==> src/rtl/lfsr_pkg.sv <==
// Shared types and helpers for the bounded-draw LFSR: mode/FSM enums, default
// maximal-length tap masks, and the rejection-sampling mask function.
package lfsr_pkg;

  typedef enum logic {FIBONACCI = 1'b0, GALOIS = 1'b1} lfsr_mode_e;
  typedef enum logic {IDLE = 1'b0, DRAW = 1'b1} draw_state_e;

  // Tap masks for next = {state[W-2:0], ^(state & taps)}; bit i = state[i].
  function automatic logic [31:0] default_taps(input int w);
    case (w)
      3:  return 32'h0000_0005;
      4:  return 32'h0000_0009;
      5:  return 32'h0000_0012;
      6:  return 32'h0000_0021;
      7:  return 32'h0000_0041;
      8:  return 32'h0000_008E;
      9:  return 32'h0000_0108;
      10: return 32'h0000_0204;
      11: return 32'h0000_0402;
      12: return 32'h0000_0CA0;
      13: return 32'h0000_1B00;
      14: return 32'h0000_3500;
      15: return 32'h0000_4001;
      16: return 32'h0000_8805;
      17: return 32'h0001_0004;
      18: return 32'h0002_0040;
      19: return 32'h0007_1000;
      20: return 32'h0008_0004;
      21: return 32'h0010_0002;
      22: return 32'h0020_0001;
      23: return 32'h0040_0010;
      24: return 32'h0080_0043;
      25: return 32'h0100_0004;
      26: return 32'h0388_0000;
      27: return 32'h0720_0000;
      28: return 32'h0800_0004;
      29: return 32'h1000_0002;
      30: return 32'h3280_0000;
      31: return 32'h4000_0004;
      32: return 32'hE000_0200;
      default: return 32'h0000_0003;
    endcase
  endfunction

  // Smallest 2^k-1 >= v: smear the top set bit downwards.
  function automatic logic [31:0] range_mask(input logic [31:0] v);
    logic [31:0] m;
    m = v;
    for (int i = 1; i < 32; i++) m = m | (v >> i);
    return m;
  endfunction

endpackage

==> src/rtl/lfsr_step.sv <==
// One combinational LFSR step, Fibonacci or Galois form selected at elaboration.
module lfsr_step
  import lfsr_pkg::*;
#(
  parameter int               WIDTH = 10,
  parameter logic [WIDTH-1:0] TAPS  = '1,
  parameter lfsr_mode_e       MODE  = FIBONACCI
) (
  input  logic [WIDTH-1:0] cur,
  output logic [WIDTH-1:0] nxt
);

  generate
    if (MODE == GALOIS) begin : g_galois
      assign nxt = {cur[WIDTH-2:0], 1'b0} ^ (cur[WIDTH-1] ? TAPS : '0);
    end else begin : g_fib
      assign nxt = {cur[WIDTH-2:0], ^(cur & TAPS)};
    end
  endgenerate

endmodule

==> src/rtl/lfsr_rand.sv <==
// Free-running LFSR with seed load, zero-state recovery and a bounded random
// draw done by rejection sampling against a power-of-two mask.
module lfsr_rand
  import lfsr_pkg::*;
#(
  parameter int               WIDTH = 10,
  parameter logic [WIDTH-1:0] TAPS  = WIDTH'(default_taps(WIDTH)),
  parameter logic [WIDTH-1:0] SEED  = WIDTH'(1),
  parameter int               MODE  = 0
) (
  input  logic             clk,
  input  logic             rst_n,
  input  logic             en,
  input  logic             load,
  input  logic [WIDTH-1:0] load_value,
  input  logic             req,
  input  logic [WIDTH-1:0] range_max,
  output logic [WIDTH-1:0] state,
  output logic             busy,
  output logic             rand_valid,
  output logic [WIDTH-1:0] rand_out,
  output logic             lockup
);

  localparam lfsr_mode_e MODE_E = (MODE == 1) ? GALOIS : FIBONACCI;

  draw_state_e      fsm_q, fsm_d;
  logic [WIDTH-1:0] step_nxt, candidate, range_q, mask_q;
  logic             draw_step, accept;

  lfsr_step #(.WIDTH(WIDTH), .TAPS(TAPS), .MODE(MODE_E)) u_step (
    .cur (state),
    .nxt (step_nxt)
  );

  assign busy      = (fsm_q == DRAW);
  // Load and zero recovery pre-empt the step, so no candidate is judged then.
  assign draw_step = busy && !load && (state != '0);
  assign candidate = step_nxt & mask_q;
  assign accept    = draw_step && (candidate <= range_q);

  always_comb begin
    fsm_d = fsm_q;
    case (fsm_q)
      IDLE:    if (req)    fsm_d = DRAW;
      DRAW:    if (accept) fsm_d = IDLE;
      default: fsm_d = IDLE;
    endcase
  end

  always_ff @(posedge clk) begin
    if (!rst_n) fsm_q <= IDLE;
    else        fsm_q <= fsm_d;
  end

  always_ff @(posedge clk) begin
    if (!rst_n) begin
      state      <= SEED;
      rand_valid <= 1'b0;
      rand_out   <= '0;
      lockup     <= 1'b0;
      range_q    <= '0;
      mask_q     <= '0;
    end else begin
      rand_valid <= accept;
      lockup     <= 1'b0;
      if (accept) rand_out <= candidate;
      if (fsm_q == IDLE && req) begin
        range_q <= range_max;
        mask_q  <= WIDTH'(range_mask(32'(range_max)));
      end
      if (load) begin
        if (load_value == '0) begin
          state  <= SEED;
          lockup <= 1'b1;
        end else begin
          state  <= load_value;
        end
      end else if (state == '0) begin
        state  <= SEED;
        lockup <= 1'b1;
      end else if (en || busy) begin
        state  <= step_nxt;
      end
    end
  end

endmodule
==> config.mk <==
export PLATFORM = sky130hd
export DESIGN_NAME = lfsr_rand
export DESIGN_NICKNAME = d
export VERILOG_FILES = /design/src/rtl/lfsr_pkg.sv /design/src/rtl/lfsr_step.sv /design/src/rtl/lfsr_rand.sv
export SDC_FILE = /design/constraint.sdc
export NUM_CORES = 1
export LEC_CHECK = 0
export ABC_AREA = 1
export ABC_CLOCK_PERIOD_IN_PS = 3530
export BUFFER_PORTS_ARGS = -buffer_cell sky130_fd_sc_hd__buf_2
export CAP_MARGIN = 20
export CORE_AREA = 2 2 64 66
export DETAILED_ROUTE_END_ITERATION = 10
export DIE_AREA = 0 0 66 68
export PLACE_DENSITY = 0.8
export SYNTH_ARGS = -nofsm -noshare
export SYNTH_HDL_FRONTEND = slang
export SYNTH_SLANG_ARGS = --single-unit
==> constraint.sdc <==
create_clock -name clk -period 3.53 [get_ports clk]
set_clock_uncertainty 0.1 [all_clocks]
set_input_delay 0 -clock clk [delete_from_list [all_inputs] [get_ports clk]]
set_output_delay 0 -clock clk [all_outputs]
set_load 0.02 [all_outputs]
==> key figures <==
Clock network
  • CTS root buf: clkbuf_8
  • Num CTS Buffers: 5
  • CTS tree: done
  • # clock sinks: 42
  • H-tree depth: 2
  • Later-pin clock latency in the skew report: 0.30 ns
  • Clock buffer depth: 2
  • Reg clk slew, reported paths: 0.08 ns
  • Post-CTS Setup Inserts: 0

Worst setup path
  • Top cell family by delay on the critical path: buffers and inverters
  • Worst Path Buf+Inv: 5
  • CP peak stage delay: 0.57 ns
  • RR Endpoint: rand_out[3]$_SDFFE_PN0P_
  • CP required: 3.68 ns
  • Most frequent cell on the critical path: dlygate4sd3_1
  • Reg2reg start: state[2]$_SDFFE_PN0P_
  • Setup CP Type: in2reg
  • CP Cell Sequence: dlygate4sd3_1, buf_2, nor2_1, dlygate4sd3_1, nand4_1, dlygate4sd3_1, a21oi_1, dlygate4sd3_1
  • Critical Path Fanout Max: 2
  • Worst R2R Setup Slack: 1.54 ns
  • Startpoint Class: primary input
  • Slowest stage cell, crit path: dlygate4sd3_1
  • Worst Path Arrival: 2.66 ns
  • Worst reg2reg path depth: 11
  • Worst setup EP type: register

Drt
  • Mean routed wirelength per cell: 12.68 um
  • DR pass1 iterations: 4
  • Via count: 2,152
  • Routed wire length: 5.337 mm
  • DRC: 0
  • Via density: 5.112
  • Iter 0 DRT Violations: 195
  • Final ANT Viol Nets: 0

Finish
  • Inserted Diodes: 0
  • Layout cells sized above 1: 0.1752
  • Nets: 404
  • Final instance area: 0.002683 mm2
  • Area grow syn2layout: 28.31%
  • Non-filler cells, final: 421

Floorplan
  • Row count: 23
  • Die X: 66 um
  • Initial Util: 0.5422
  • Die area: 0.004488 mm2
  • Io pins: 48
  • Core footprint: 0.003856 mm2
  • Die H: 68 um

Min path
  • Hold EP: state[0]$_SDFFE_PN1P_
  • Hold Path Depth: 4
  • Hold Path Class: in2reg
  • Hold path start: load

STA
  • Final setup TNS: 0 ns
  • Shortest period the worst path allows: 2.511 ns
  • Max-slew violation count: 0
  • RSZ-0062 raised after global routing: false
  • Final Hold Fails: 0
  • Setup Viol. Count Final: 0
  • Worst slew pin tran: 0.6361 ns
  • Max frequency: 398.3 MHz
  • Slew Limit Headroom: 0.5754
  • Fin crit share: 0.7113

Power
  • Maximum VDD drop: 270.7 uV
  • Pwr dens: 430.0 mW/mm2
  • Pleak: 1.440 nW

Global route
  • Total GRT Usage: 0.2625
  • Antenna violations before repair: 0
  • Vias in the first global route: 1,968
  • First-pass GRT wire length: 8.769 mm
  • Largest net degree at the start of global routing: 39
  • Grt ovf: 0

Logic synthesis
  • Synth Cell Area: 0.002091 mm2
  • Syn_nets: 337
  • Synth Warn #: 0
  • Share of the yosys chip area belonging to registers: 0.4022
  • Cells after synthesis: 303
  • Synth cell types: 26
  • #FFs+latches synth: 42
  • Mean Syn Cell Area: 6.900 um2

Placed design
  • Port Buf Inserts: 47
  • Placed Area: 0.002323 mm2
  • Placed cell count: 388
  • Placed wire-length estimate: 3.594 mm
  • Placer congestion estimate: 0.8787

Outcome
  • Outcome: complete, no violations

Flow run
  • Max-Cap Viols: 0
## layout make-up
cell class	instances	area [um2]
Timing Repair Buffer	74	500.5
Clock buffer	5	68.82
Fill cell	337	1174
Tap cell	50	62.56
Inverter	41	153.9
Multi-Input combinational cell	206	1016
Sequential cell	42	840.8
Clock inverter	3	40.04
## cells in the final DEF (no fill, tap or decap)
cell	Yosys	layout
bufinv_16	0	1
a21oi_1	20	20
inv_2	1	1
clkinv_1	1	1
clkbuf_8	0	5
nand2_1	80	80
nand3_4	1	1
inv_1	39	39
ha_1	9	9
o21bai_1	1	1
nand4_1	14	14
o21ai_1	1	1
nand3_1	22	22
o21ai_0	11	11
nor2_1	34	34
a31oi_1	4	4
buf_2	1	47
buf_4	3	2
dlygate4sd3_1	0	25
dfxtp_1	42	42
mux2i_1	2	2
or2_2	1	1
nand3b_1	1	1
nand2_2	2	2
clkinv_2	0	2
nor2_2	2	2
o21ai_2	1	1
## worst register-to-register path: cells and delay by family (launching register included)
family | cells | cell delay (ns)
buf+inv | 1 | 0.08
fa+ha+maj | 1 | 0.23
flops | 1 | 0.45
simple gates | 8 | 0.96
compound gates | 1 | 0.13
## state kept, by name (all words and copies together), names as in the netlist
| name | flops |
|---|---|
| busy | 1 |
| lockup | 1 |
| mask_q | 9 |
| rand_out | 10 |
| rand_valid | 1 |
| range_q | 10 |
| state | 10 |
## logic make-up after synthesis
| group | Yosys count | synth area share |
|---|---|---|
| multiplexers | 2 | 0.009575 |
| adder cells (fa/ha/maj) | 9 | 0.05386 |
| AO/OA/AOI/OAI | 38 | 0.09635 |
| flip-flops | 42 | 0.4022 |
| AND/OR/NAND/NOR | 157 | 0.3262 |
| buffers and inverters | 55 | 0.1119 |
## Yosys cell counts, drive strengths merged
| library cell | count | area (um2) |
|---|---|---|
| a21oi | 20 | 100.1 |
| a31oi | 4 | 25.02 |
| buf | 9 | 61.30 |
| clkbuf | 5 | 18.77 |
| clkinv | 1 | 3.750 |
| dfxtp | 42 | 840.8 |
| ha | 9 | 112.6 |
| inv | 40 | 150.1 |
| mux2i | 2 | 20.02 |
| nand2 | 82 | 312.8 |
| nand3 | 23 | 127.6 |
| nand3b | 1 | 7.510 |
| nand4 | 14 | 87.58 |
| nor2 | 36 | 140.1 |
| o21ai | 13 | 68.81 |
| o21bai | 1 | 7.510 |
| or2 | 1 | 6.260 |
## how the worst max path moves through the flow
stage | startpoint | to | slack (ns) | depth (start not counted)
6_report | load_value[1] | lockup$_SDFF_PN0_ | 1.02 | 8
5_1_grt | load_value[1] | lockup$_SDFF_PN0_ | 0.93 | 8
4_1_cts | load_value[1] | lockup$_SDFF_PN0_ | 1.04 | 8
3_5_place_dp | state[2]$_SDFFE_PN0P_ | rand_out[8]$_SDFFE_PN0P_ | 1.56 | 11
3_3_place_gp | state[2]$_SDFFE_PN0P_ | rand_out[9]$_SDFFE_PN0P_ | 1.63 | 11
2_1_floorplan | state[2]$_SDFFE_PN0P_ | rand_out[0]$_SDFFE_PN0P_ | 1.79 | 14
## report_power, final
part | internal (W) | leakage, nW | switching [W]
clock | 0.000208 | 0.0579 | 0.000169
combinational | 0.0000935 | 1.04 | 0.000151
sequential | 0.000507 | 0.346 | 0.0000256
## routing by layer
layer | up-vias | global-route usage | wire [um]
met3 | 13 | 0.06908 | 330
li1 | 1100 | - | -
met5 | - | 0 | 0
met1 | 961 | 0.3214 | 2343
met4 | 0 | 0.1224 | 133
met2 | 78 | 0.4343 | 2531
## through the flow
step           setup slack [ns]  hold WS [ns]  power [W]  utilization
6_report                  1.019       0.09027   0.001153       0.6957
3_5_place_dp              1.561        0.1881  0.0007619       0.6025
3_3_place_gp              1.628        0.1834  0.0007565       0.6025
4_1_cts                   1.044       0.07536   0.001155       0.6957
5_1_grt                  0.9318        0.1157   0.001215       0.6957
2_1_floorplan             1.792       0.06919  0.0007050            -
## repair_timing
item / in CTS / in global routing
resized for setup: 0 / 0
hold buffers: 25 / 0
endpoints found under the setup margin: 0 / 0
hold endpoints to repair: 28 / 0
No activity file was read; power rests on OpenSTA's default activity.
